==> src/rtl/iter_muldiv_unit_if.sv <==
// ---------------------------------------------------------------------------
// iter_muldiv_unit_if
// Request/response bundle for the iterative multiply/divide unit.
//
// Handshake rule (both sides): a transfer happens on the rising clock edge
// where valid and ready are both high. A producer holding valid keeps its
// payload stable until that edge. valid never waits on ready.
//
// Signals
//   flush     : abort any in-flight or pending operation (synchronous)
//   in_valid  : request valid                 (master -> unit)
//   in_ready  : unit can accept a request     (unit -> master)
//   op        : 000 MUL, 001 MUH, 010 MULU, 011 MUHU,
//               100 DIV, 101 MOD, 110 DIVU, 111 MODU
//   src_a     : multiplicand / dividend
//   src_b     : multiplier / divisor
//   out_valid : result valid                  (unit -> master)
//   out_ready : consumer accepts the result   (master -> unit)
//   result    : selected result
//   div_zero  : divide op had src_b == 0 (qualified by out_valid)
// ---------------------------------------------------------------------------
interface iter_muldiv_unit_if #(
   parameter int WIDTH = 32
);
   logic             flush;
   logic             in_valid;
   logic             in_ready;
   logic [2:0]       op;
   logic [WIDTH-1:0] src_a;
   logic [WIDTH-1:0] src_b;
   logic             out_valid;
   logic             out_ready;
   logic [WIDTH-1:0] result;
   logic             div_zero;

   modport master (
      output flush, in_valid, op, src_a, src_b, out_ready,
      input  in_ready, out_valid, result, div_zero
   );

   modport slave (
      input  flush, in_valid, op, src_a, src_b, out_ready,
      output in_ready, out_valid, result, div_zero
   );
endinterface

==> src/rtl/iter_muldiv_unit.sv <==
// ---------------------------------------------------------------------------
// iter_muldiv_unit
// Multi-cycle multiply/divide unit: radix-2 shift-add multiply and restoring
// division on operand magnitudes, with sign fix-up on the final iteration.
// Divide-by-zero and signed MIN / -1 complete one cycle after accept.
//
// Ports
//   clk       : system clock, rising edge
//   rst_n     : asynchronous active-low reset
//   bus       : iter_muldiv_unit_if.slave (handshakes, operands, result)
//   state_dbg : current FSM state (0 IDLE, 1 CALC, 2 DONE)
// ---------------------------------------------------------------------------
module iter_muldiv_unit #(
   parameter  int WIDTH = 32,
   localparam int CNT_W = $clog2(WIDTH) + 1
) (
   input  logic                  clk,
   input  logic                  rst_n,
   iter_muldiv_unit_if.slave     bus,
   output logic [1:0]            state_dbg
);

   typedef enum logic [1:0] {
      S_IDLE = 2'd0,
      S_CALC = 2'd1,
      S_DONE = 2'd2
   } state_t;

   localparam logic [WIDTH-1:0] MIN_VAL = {1'b1, {(WIDTH-1){1'b0}}};

   state_t             state, state_nxt;
   logic [CNT_W-1:0]   cnt;
   logic [2:0]         op_q;
   logic               neg_q;      // final value needs negation
   logic [WIDTH-1:0]   mag_m;      // multiplicand (mul) or divisor (div) magnitude
   logic [2*WIDTH-1:0] acc;        // mul: product/multiplier; div: {remainder, quotient}
   logic [2*WIDTH-1:0] acc_nxt;
   logic [WIDTH-1:0]   result_q;
   logic               div_zero_q;

   // ---------------- accept-cycle decode ----------------
   logic             accept, is_div, is_sgn, sign_a, sign_b;
   logic             b_zero, ovf, fast, neg_in, last;
   logic [WIDTH-1:0] mag_a, mag_b, fast_res;

   assign accept = (state == S_IDLE) && bus.in_valid && !bus.flush;
   assign is_div = bus.op[2];
   assign is_sgn = !bus.op[1];
   assign sign_a = is_sgn && bus.src_a[WIDTH-1];
   assign sign_b = is_sgn && bus.src_b[WIDTH-1];
   assign mag_a  = sign_a ? -bus.src_a : bus.src_a;
   assign mag_b  = sign_b ? -bus.src_b : bus.src_b;
   assign b_zero = (bus.src_b == '0);
   assign ovf    = is_div && is_sgn && (bus.src_a == MIN_VAL) && (bus.src_b == '1);
   assign fast   = is_div && (b_zero || ovf);
   // Remainder follows the dividend's sign; everything else follows sign_a ^ sign_b.
   assign neg_in = (is_div && bus.op[0]) ? sign_a : (sign_a ^ sign_b);
   assign fast_res = b_zero ? (bus.op[0] ? bus.src_a : '1)
                            : (bus.op[0] ? '0 : MIN_VAL);
   assign last   = (cnt == CNT_W'(1));

   // ---------------- one iteration ----------------
   logic [WIDTH:0]     mul_sum, div_shift, div_trial;
   logic [2*WIDTH-1:0] mul_nxt;
   logic [WIDTH-1:0]   rem_nxt, quo_nxt;

   always_comb begin
      mul_sum   = {1'b0, acc[2*WIDTH-1:WIDTH]} + (acc[0] ? {1'b0, mag_m} : '0);
      mul_nxt   = {mul_sum, acc[WIDTH-1:1]};
      // Bring next dividend bit into the partial remainder; a borrow in
      // bit WIDTH means the divisor did not fit, so keep the old value.
      div_shift = {acc[2*WIDTH-1:WIDTH], acc[WIDTH-1]};
      div_trial = div_shift - {1'b0, mag_m};
      rem_nxt   = div_trial[WIDTH] ? div_shift[WIDTH-1:0] : div_trial[WIDTH-1:0];
      quo_nxt   = {acc[WIDTH-2:0], !div_trial[WIDTH]};
      acc_nxt   = op_q[2] ? {rem_nxt, quo_nxt} : mul_nxt;
   end

   // ---------------- final sign fix-up and select ----------------
   logic [2*WIDTH-1:0] prod_s;
   logic [WIDTH-1:0]   div_sel, fin_res;

   always_comb begin
      prod_s  = neg_q ? -acc_nxt : acc_nxt;
      div_sel = op_q[0] ? acc_nxt[2*WIDTH-1:WIDTH] : acc_nxt[WIDTH-1:0];
      if (op_q[2])
         fin_res = neg_q ? -div_sel : div_sel;
      else
         fin_res = op_q[0] ? prod_s[2*WIDTH-1:WIDTH] : prod_s[WIDTH-1:0];
   end

   // ---------------- FSM: state register ----------------
   always_ff @(posedge clk or negedge rst_n) begin
      if (!rst_n) state <= S_IDLE;
      else        state <= state_nxt;
   end

   // ---------------- FSM: next state ----------------
   always_comb begin
      state_nxt = state;
      case (state)
         S_IDLE:  if (accept)        state_nxt = fast ? S_DONE : S_CALC;
         S_CALC:  if (last)          state_nxt = S_DONE;
         S_DONE:  if (bus.out_ready) state_nxt = S_IDLE;
         default:                    state_nxt = S_IDLE;
      endcase
      if (bus.flush) state_nxt = S_IDLE;
   end

   // ---------------- FSM: outputs ----------------
   always_comb begin
      bus.in_ready  = (state == S_IDLE);
      bus.out_valid = (state == S_DONE);
   end

   assign bus.result   = result_q;
   assign bus.div_zero = div_zero_q;
   assign state_dbg    = state;

   // ---------------- datapath registers ----------------
   always_ff @(posedge clk or negedge rst_n) begin
      if (!rst_n) begin
         cnt        <= '0;
         op_q       <= '0;
         neg_q      <= 1'b0;
         mag_m      <= '0;
         acc        <= '0;
         result_q   <= '0;
         div_zero_q <= 1'b0;
      end else if (bus.flush) begin
         cnt <= '0;
      end else if (accept) begin
         op_q       <= bus.op;
         neg_q      <= neg_in;
         mag_m      <= is_div ? mag_b : mag_a;
         acc        <= {{WIDTH{1'b0}}, (is_div ? mag_a : mag_b)};
         cnt        <= fast ? '0 : CNT_W'(WIDTH);
         div_zero_q <= is_div && b_zero;
         if (fast) result_q <= fast_res;
      end else if (state == S_CALC) begin
         acc <= acc_nxt;
         cnt <= cnt - CNT_W'(1);
         if (last) result_q <= fin_res;
      end
   end

endmodule
==> src/flat_wrapper.sv <==
// flat-port wrapper written by rule: the top's interface ports become plain ports
module iter_muldiv_unit_flat 
#(
   parameter  int WIDTH = 32,
   localparam int CNT_W = $clog2(WIDTH) + 1
)
  (clk, rst_n, state_dbg, bus_flush, bus_in_valid, bus_op, bus_src_a, bus_src_b, bus_out_ready, bus_in_ready, bus_out_valid, bus_result, bus_div_zero);
  iter_muldiv_unit_if #(.WIDTH(WIDTH)) bus_i ();
  input  logic clk;
  input  logic rst_n;
  output logic [1:0] state_dbg;
  input wire logic [$bits(bus_i.flush)-1:0] bus_flush;
  input wire logic [$bits(bus_i.in_valid)-1:0] bus_in_valid;
  input wire logic [$bits(bus_i.op)-1:0] bus_op;
  input wire logic [$bits(bus_i.src_a)-1:0] bus_src_a;
  input wire logic [$bits(bus_i.src_b)-1:0] bus_src_b;
  input wire logic [$bits(bus_i.out_ready)-1:0] bus_out_ready;
  output wire logic [$bits(bus_i.in_ready)-1:0] bus_in_ready;
  output wire logic [$bits(bus_i.out_valid)-1:0] bus_out_valid;
  output wire logic [$bits(bus_i.result)-1:0] bus_result;
  output wire logic [$bits(bus_i.div_zero)-1:0] bus_div_zero;
  assign bus_i.flush = bus_flush;
  assign bus_i.in_valid = bus_in_valid;
  assign bus_i.op = bus_op;
  assign bus_i.src_a = bus_src_a;
  assign bus_i.src_b = bus_src_b;
  assign bus_i.out_ready = bus_out_ready;
  assign bus_in_ready = bus_i.in_ready;
  assign bus_out_valid = bus_i.out_valid;
  assign bus_result = bus_i.result;
  assign bus_div_zero = bus_i.div_zero;
  iter_muldiv_unit #(.WIDTH(WIDTH)) u_core (.clk(clk), .rst_n(rst_n), .bus(bus_i), .state_dbg(state_dbg));
endmodule
==> config.mk <==
export PLATFORM = sky130hd
export DESIGN_NAME = iter_muldiv_unit_flat
export DESIGN_NICKNAME = d
export VERILOG_FILES = /design/src/rtl/iter_muldiv_unit_if.sv /design/src/rtl/iter_muldiv_unit.sv /design/src/flat_wrapper.sv
export SDC_FILE = /design/constraint.sdc
export NUM_CORES = 1
export LEC_CHECK = 0
export ABC_AREA = 1
export CAP_MARGIN = 20
export CORE_MARGIN = 2
export CORE_UTILIZATION = 30
export CTS_BUF_LIST = sky130_fd_sc_hd__clkbuf_2
export DETAILED_ROUTE_END_ITERATION = 12
export PLACE_DENSITY_LB_ADDON = 0.12
export SETUP_SLACK_MARGIN = 0.02
export SYNTH_ARGS = -nofsm -noshare
export SYNTH_HDL_FRONTEND = slang
export SYNTH_SLANG_ARGS = --single-unit
==> constraint.sdc <==
create_clock -name clk -period 5.05 [get_ports clk]
set_input_delay 1.515 -clock clk [delete_from_list [all_inputs] [get_ports clk]]
set_output_delay 1.515 -clock clk [all_outputs]
set_load 0.02 [all_outputs]
### Yosys cells after proc, flatten, opt, wreduce, memory -nomap -nowiden

Cells that the tools add are included.
Widths: inputs -> output; s select.

| word-level totals | value |
|---|---|
| register bits | 141 |
| input bits | 72 |
| output and inout port bits | 37 |
| word-level logic and storage cells | 81 |

| cells by class | value |
|---|---|
| add/sub/neg operators | 7 |
| eq/ne operators | 9 |
| multiplexer cells | 32 |
| bitwise gates (word level) | 2 |
| reductions and logical operators | 23 |

Operators by type and width:

| cell | count |
|---|---|
| $mux 32 | 17 |
| $mux 64 | 4 |
| $neg 32->32 | 3 |
| $eq 32x32->1 const B | 2 |
| $neg 64->64 | 1 |
| $add 32x33->33 | 1 |
| $sub 33x32->33 | 1 |
| $logic_not 32->1 | 1 |
| $mux 6 | 4 |
| $logic_and 1x1->1 | 10 |
| $mux 2 | 5 |
| $eq 6x1->1 const B | 1 |
| $ne 3x2->1 const B | 2 |
| $pmux 2 s3 | 1 |
| $sub 6x1->6 const B | 1 |
| $reduce_and 2->1 | 2 |
| $reduce_and 4->1 | 1 |
| $reduce_bool 2->1 | 2 |
| $logic_not 1->1 | 3 |
| $ne 3x3->1 const B | 1 |
| $reduce_and 3->1 | 1 |
| $reduce_bool 3->1 | 1 |
| $eq 2x1->1 const B | 1 |
| $eq 2x2->1 const B | 1 |
| 6 further kinds | 6 |

### Depth between registers and ports, before layout

Gate-level depths: netlist of the first run.

| depth | value |
|---|---|
| word-level depth | 10 |
| mapped depth | 35 |
| depth with buffers taken out | 35 |

### Worst setup path before layout of the first run

No wires, ideal clock.

| timing path | value |
|---|---|
| path kind | register to register |
| from | register u_core.acc[31] |
| to | register u_core.result_q[26] (netlist: u_core.bus.result[26]) |
| library setup time | 0.117 ns |
| arrival time | 3.782 ns |
| setup slack | 1.151 ns |
| cell stages (with the launch flop) | 34 |
| path buffers | 0 |
| period minus slack after synthesis | 3.899 ns |
| cell sequence | dfrtp_1 inv_1 ha_1 fa_1 inv_1 nand2_1 nand2_1 nand3_1 nand2_2 nand2_2 nand2_2 nand2_2 nand3_2 nand2_4 a21boi_4 ha_1 inv_1 nor2_1 nand4_1 nor2_1 nand3_1 nor2_1 nand3_1 nand3b_1 nor2_1 nand2_1 nand2_1 nand3_1 nand3_1 nand2_1 nand2_1 nand2_1 nand2_1 nand2_1 |

| on the way | value |
|---|---|
| cells in the longest elaborated chain, start to end | 10 |

RTL lines:

| what | line | text |
|---|---|---|
| from (decl) | iter_muldiv_unit.sv:36 | `logic [2*WIDTH-1:0] acc;` |
| from (signal assigned) | iter_muldiv_unit.sv:136 | `acc <= {{WIDTH{1'b0}}, (is_div ? mag_a : mag_b)};` |
| from (signal assigned) | iter_muldiv_unit.sv:141 | `acc <= acc_nxt;` |
| $sub 33x32->33 | iter_muldiv_unit.sv:73 | `div_trial = div_shift - {1'b0, mag_m};` |
| $mux 32 or $logic_not 1->1 (tied branches) | iter_muldiv_unit.sv:74, iter_muldiv_unit.sv:75 |  |
| $mux 64 (*) | iter_muldiv_unit.sv:76 | `acc_nxt = op_q[2] ? {rem_nxt, quo_nxt} : mul_nxt;` |
| $neg 64->64 or $mux 32 (tied branches) | iter_muldiv_unit.sv:84, iter_muldiv_unit.sv:85 |  |
| $mux 64 or $neg 32->32 (tied branches) | iter_muldiv_unit.sv:84, iter_muldiv_unit.sv:87 |  |
| $mux 32 (on tied branches) | iter_muldiv_unit.sv:89, iter_muldiv_unit.sv:87 |  |
| $mux 32 (*) | iter_muldiv_unit.sv:86 | `if (op_q[2])` |
| $mux 32 (*) | iter_muldiv_unit.sv:143 | `if (last) result_q <= fin_res;` |
| $mux 32 (*) | iter_muldiv_unit.sv:140 | `end else if (state == S_CALC) begin` |
| $mux 32 (*) | iter_muldiv_unit.sv:132 | `end else if (accept) begin` |
| to (signal assigned) | iter_muldiv_unit.sv:139 | `if (fast) result_q <= fast_res;` |
| to (signal assigned) | iter_muldiv_unit.sv:143 |  |
| to (decl) | iter_muldiv_unit.sv:38 | `logic [WIDTH-1:0] result_q;` |

Every way passes the cells marked *; elsewhere a longest branch is shown, timed or not. The select of a mux whose other input is x is not followed.
A chain may end at the register's enable or synchronous reset.

### Worst setup path in the final report of the first run

| timing path | value |
|---|---|
| from | register u_core.mag_m[23] |
| to | register u_core.result_q[30] (netlist: u_core.bus.result[30]) |

| on the way | value |
|---|---|
| cells in the longest elaborated chain, start to end | 10 |

RTL lines:

| what | line | text |
|---|---|---|
| from (decl) | iter_muldiv_unit.sv:35 | `logic [WIDTH-1:0] mag_m;` |
| from (signal assigned) | iter_muldiv_unit.sv:135 | `mag_m <= is_div ? mag_b : mag_a;` |
| $sub 33x32->33 or $mux 32 (tied branches) | iter_muldiv_unit.sv:73, iter_muldiv_unit.sv:68 |  |
| $mux 32, or another cell as far along | iter_muldiv_unit.sv:74 | `rem_nxt = div_trial[WIDTH] ? div_shift[WIDTH-1:0] : div_trial[WIDTH-1:0];` |
| $mux 64 (*) | iter_muldiv_unit.sv:76 |  |
| $neg 64->64 or $mux 32 (tied branches) | iter_muldiv_unit.sv:84, iter_muldiv_unit.sv:85 |  |
| $mux 64 or $neg 32->32 (tied branches) | iter_muldiv_unit.sv:84, iter_muldiv_unit.sv:87 |  |
| $mux 32 (on tied branches) | iter_muldiv_unit.sv:89, iter_muldiv_unit.sv:87 |  |
| $mux 32 (*) | iter_muldiv_unit.sv:86 |  |
| $mux 32 (*) | iter_muldiv_unit.sv:143 |  |
| $mux 32 (*) | iter_muldiv_unit.sv:140 |  |
| $mux 32 (*) | iter_muldiv_unit.sv:132 |  |

Marked as above.

==> flow_summary.yaml, run 1 <==
sta:
  setup_ws_ns: 0.235
  setup_viol: 0
  final.setup.tns_ns: 0
  hold_violations: 0
  grt_setup_unrepaired: "true"
  slew_violations: 0
  worst_pin_slew_ns: 1.21
  fin_crit_sh_pct: 95.3
  relSlewSlack_pct: 18.5
  finClkSkew_ns: 0.0564
  final.min_clock_period_ns: 4.81
  fmax_mhz: 208
route:
  vias_per_cell: 5.25
  drc_errors: 0
  ant_nets: 0
  first_pass_iters: 6
  post_drt_wl_per_cell_um: 22.5
  wirelength_mm: 97.1
  drt-initial-drc-count: 2308
  vias: 22576
place:
  placed_cells: 4264
  routabilityCongestion: 1.03
  hpwlAfterDp_mm: 81.1
  place_ws_ns: 0.0489
  portBuffers: 108
  place_area_sq_um: 21200
yosys:
  synth_warnings: 0
  yosysTopAreaCell: "nand2_1"
  netlist_area_sq_um: 18600
  syn_inst: 3322
  ys_ff_latch: 140
  synth-edff-count: 0
  synthTopCellsByArea: "nand2_1, dfrtp_1, inv_1"
  synthFlopType: "dfrtp_1"
  syn-num-nets: 3467
  ys_seq_area_share_pct: 18.8
  ys_types: 67
  async_reset_ff_share_pct: 100
  synth_top_area_share_pct: 21.5
  syn_area_per_cell_sq_um: 5.61
die:
  initial_core_util_pct: 30.3
  rows: 91
  io_pins: 109
  coreArea_sq_um: 61600
  die_h_um: 253
  die_x_um: 253
  die_area_sq_um: 64100
grt:
  antenna_found_initial: 9
  grt_pass1_wl_mm: 141
  grt_pass1_vias: 21054
  grt_remaining_overflow: 0
  grt.total_usage_pct: 30.2
  grt_max_degree: 81
setup_path:
  endpoint_kind: "flop"
  critPathKind: "flop to flop"
  timing.rr.end: "u_core.bus.result[30]"
  critPathMaxStageDelay_ns: 0.59
  critical_path.most_common_cell: "nand2_1"
  worstPathMaxFanout: 5
  required_ns: 6.01
  reg2reg_from: "u_core.mag_m[23]"
  r2r_setup_slack_ns: 0.24
  cpMaxStageDelayCell: "dfrtp_1"
  start_kind: "flop"
  r2r_cells: 30
  cp.arrival_ns: 5.77
finish:
  fin_util_pct: 34.9
  stdcell_count: 4304
  stdcell_area_sq_um: 21500
  drive_above_1_share_pct: 8.12
  most-common-layout-cells: "nand2_1, inv_1, nor2_1"
  areaGrowthSynthToFinish_pct: 15.3
  nets: 3594
  fill_cells: 7095
  layout_commonest_cell: "nand2_1"
clock_network:
  root_buffer: "clkbuf_2"
  clkSlewWorstSetupHoldPaths_ns: 0.29
  clkLatencyLatePin_ns: 1.03
  htree_num_levels: 4
  cts_tree: "built"
  clkSinkCount: 140
  ctsLongestPathBuffers: 2
  cts_buffers: 17
hold_path:
  hp-class: "input port to asynchronous set/reset pin"
power_and_ir_drop:
  powerDensity_nw_per_um2: 724
  peakVddDrop_v: 0.000314
  p_leak_nw: 11.1
job:
  cap_violations: 0
status:
  status: "finished clean"
-- synth_stat cells (6+ instances only) --
| cell | number |
|---|---|
| a21boi_1 | 6 |
| a21oi_1 | 140 |
| a22oi_1 | 13 |
| a31oi_1 | 10 |
| buf_1 | 17 |
| buf_2 | 18 |
| clkbuf_1 | 73 |
| dfrtp_1 | 140 |
| ha_1 | 71 |
| inv_1 | 489 |
| inv_2 | 6 |
| nand2_1 | 1070 |
| nand2_2 | 43 |
| nand3_1 | 266 |
| nand3_2 | 13 |
| nand3b_1 | 14 |
| nand4_1 | 37 |
| nor2_1 | 343 |
| nor2_2 | 19 |
| nor3_1 | 42 |
| nor4_1 | 7 |
| o211ai_1 | 12 |
| o21a_1 | 7 |
| o21ai_0 | 208 |
| o21ai_1 | 13 |
| o21bai_1 | 13 |
| o221ai_1 | 34 |
| o22ai_1 | 30 |
| or2_2 | 22 |
| xnor2_1 | 18 |
| xor2_1 | 66 |
-- worst max-delay path by stage --
stage / cells after the start / startpoint / endpoint
after global placement: 20 / bus_src_b[1] / u_core.bus.result[19]
after CTS: 34 / u_core.mag_m[0] / u_core.bus.result[26]
after floorplan: 33 / u_core.acc[31] / u_core.bus.result[26]
final: 30 / u_core.mag_m[23] / u_core.bus.result[30]
after detailed placement: 20 / bus_src_b[1] / u_core.bus.result[19]
after global routing: 34 / u_core.mag_m[0] / u_core.bus.result[26]
-- through the flow --
step | total power, W | hold WS [ns]
global placement | 0.0146 | 0.475
finish | 0.0156 | 0.459
global route | 0.0168 | 0.460
CTS | 0.0153 | 0.397
floorplan | 0.00968 | 0.470
detailed placement | 0.0145 | 0.472
-- state kept, by name, summed over array words and instances (netlist names) --
name / cells
u_core.bus.div_zero: 1
u_core.cnt: 6
u_core.acc: 64
u_core.neg_q: 1
u_core.state_dbg: 2
u_core.bus.result: 32
u_core.op_q: 2
u_core.mag_m: 32
-- layer usage --
| layer | vias to the layer above | wire length, um | GRT usage (%) |
|---|---|---|---|
| li1 | 10917 | - | - |
| met1 | 10599 | 43400 | 41.4 |
| met2 | 895 | 42100 | 46.7 |
| met3 | 163 | 6470 | 4.08 |
| met4 | 2 | 5120 | 14.3 |
| met5 | - | 13 | 0 |
-- power by group --
part | internal, W | switching (W)
Clock | 0.000250 | 0.000568
Sequential | 0.00157 | 0.000645
Combinational | 0.00385 | 0.00868
Total | 0.00566 | 0.00989
-- layout make-up --
cell class	count	area (sq um)	share of cell area, %
timing repair buffer	222	1990	9.25
multi-input combinational	2570	12800	59.5
inverter	498	1870	8.70
tap	837	1050	4.87
clock buffer	17	85.1	0.396
clock inverter	15	181	0.844
sequential	140	3520	16.4
antenna	5	12.5	0.0582
-- repair_timing --
item	CTS	global route
gates resized for setup	0	5
hold buffers	0	0
endpoints found under the setup margin	0	10
setup buffers	0	1
-- cell families (layout without fill, tap and decap cells) --
group           after synthesis  in the layout  share of synthesized area (%)
compound gates              523            523                           16.6
xor+xnor                     84             84                           3.95
mux                           2              2                          0.121
buf+inv                     612            752                           12.7
flops                       140            140                           18.8
simple gates               1888           1888                           42.9
other cells                   0              5                              0
fa+ha+maj                    73             73                           4.98
-- worst max-delay path, delay by kind of cell, from the launching register on --
family	cells	cell delay, ns
simple gates	20	2.28
compound gates	4	0.74
flops	1	0.59
buf+inv	4	0.55
fa+ha+maj	2	0.55
Note: power is estimated with default switching activity, not from simulation.
==> run 2: changes to the inputs <==
clock period = 5.5 ns   (was 5.05 ns; I/O delays follow)
==> flow_summary.yaml, run 2 (synthesized netlist as in run 1, its figures left out) <==
clock_network:
  ctsLongestPathBuffers: 2
  clkLatencyLatePin_ns: 1.02
  cts_tree: "built"
  ctsHoldBuffers: 0
  root_buffer: "clkbuf_2"
  clkSlewWorstSetupHoldPaths_ns: 0.27
  clkSinkCount: 140
  cts_resized: 0
  htree_num_levels: 4
  post_cts_buffers: 0
  cts_buffers: 17
grt:
  grt_pass1_vias: 20864
  antenna_found_initial: 10
  grt_max_degree: 87
  grt.total_usage_pct: 30.0
  grt_pass1_wl_mm: 140
  grt_remaining_overflow: 0
sta:
  final.setup.tns_ns: 0
  slew_violations: 0
  grt_setup_unrepaired: "false"
  final.min_clock_period_ns: 4.97
  finClkSkew_ns: 0.0958
  relSlewSlack_pct: 12.6
  fmax_mhz: 201
  hold_violations: 0
  fin_crit_sh_pct: 90.4
  worst_pin_slew_ns: 1.30
  setup_viol: 0
setup_path:
  required_ns: 6.37
  r2r_setup_slack_ns: 0.53
  critPathMaxStageDelay_ns: 0.48
  cp-endpoint: "u_core.bus.result[4]"
  timing.rr.end: "u_core.bus.result[4]"
  cpMaxStageDelayCell: "dfrtp_1"
  critPathKind: "flop to flop"
  worstPathMaxFanout: 4
  r2r_cells: 29
  critical_path.most_common_cell: "nand2_1"
  start_kind: "flop"
  endpoint_kind: "flop"
  reg2reg_from: "u_core.mag_m[0]"
  cp.arrival_ns: 5.84
  startpoint: "u_core.mag_m[0]"
finish:
  largest-register: "u_core.acc"
  fin_util_pct: 34.3
  layout_commonest_cell: "nand2_1"
  drive_above_1_share_pct: 7.03
  largest_reg_flops: 64
  most-common-layout-cells: "nand2_1, inv_1, nor2_1"
  nets: 3561
  areaGrowthSynthToFinish_pct: 13.5
die:
  rows: 91
  die_area_sq_um: 64100
  die_x_um: 253
  die_h_um: 253
  coreArea_sq_um: 61600
  io_pins: 109
  initial_core_util_pct: 30.3
power_and_ir_drop:
  powerDensity_nw_per_um2: 662
  p_leak_nw: 10.9
  peakVddDrop_v: 0.000329
route:
  drc_errors: 0
  post_drt_wl_per_cell_um: 22.7
  vias_per_cell: 5.24
  first_pass_iters: 6
  vias: 22401
  drt-initial-drc-count: 2440
  wirelength_mm: 97.0
  ant_nets: 0
hold_path:
  hp-class: "flop to flop"
  min_path_cells: 2
status:
  status: "finished clean"
place:
  routabilityCongestion: 1.01
  portBuffers: 108
  hpwlAfterDp_mm: 80.0
job:
  cap_violations: 0
[run 2: cell count changes in the layout (fill, tap and decap cells not counted), moves of 2 or more]
| cell | previous run | this run |
|---|---|---|
| clkinv_1 | 3 | 6 |
| buf_12 | 4 | 0 |
| buf_2 | 1 | 3 |
| inv_6 | 5 | 3 |
| buf_4 | 107 | 78 |
[run 2: area by class of cell]
type                            instances  area, sq um
Fill cell                            7116        40500
Multi-Input combinational cell       2570        12800
Sequential cell                       140         3510
Inverter                              498         1870
Timing Repair Buffer                  189         1680
Tap cell                              837         1050
Clock inverter                         14          144
Clock buffer                           18         90.1
Antenna cell                            5         12.5
[run 2: report_power, final]
group          internal [W]  total, W  switching (W)
Sequential          0.00144   0.00202       0.000580
Combinational       0.00327    0.0113        0.00799
Clock              0.000215  0.000709       0.000494
Total               0.00493    0.0140        0.00906
[run 2: critical path: cells and delay by family, from the launching register on]
family                     cells  cell delay, ns
adders and majority gates      3            0.84
buffers and inverters          5            0.65
and+or+nand+nor               17            1.99
AOI/OAI and AO/OA              4            0.89
DFF                            1            0.48
[run 2: routing by layer]
metal / routed length [um] / track usage (%) / up-vias
met5: 21 / 0 / -
met4: 3990 / 12.3 / 4
met3: 7820 / 5.59 / 158
met2: 42600 / 46.5 / 930
met1: 42600 / 40.6 / 10466
li1: - / - / 10843
[run 2: through the flow]
step	setup slack [ns]	cells	total power (W)	hold WS (ns)	area, sq um
2_1_floorplan	1.49	3322	0.00889	0.470	18600
5_1_grt	0.173	4269	0.0151	0.547	21100
3_3_place_gp	0.406	4231	0.0131	0.469	20900
6_report	0.530	4271	0.0140	0.512	21100
3_5_place_dp	0.424	4232	0.0130	0.470	20900
4_1_cts	0.653	4264	0.0138	0.518	21100
[run 2: how the worst min path moves through the flow]
stage | slack (ns) | from | end
after global placement | 0.47 | u_core.bus.result[7] | u_core.bus.result[7]
final | 0.51 | u_core.bus.result[17] | u_core.bus.result[17]
after detailed placement | 0.47 | u_core.bus.result[8] | u_core.bus.result[8]
after floorplan | 0.47 | u_core.acc[12] | u_core.acc[12]
after global routing | 0.55 | u_core.bus.result[1] | u_core.bus.result[1]
after CTS | 0.52 | u_core.bus.result[8] | u_core.bus.result[8]
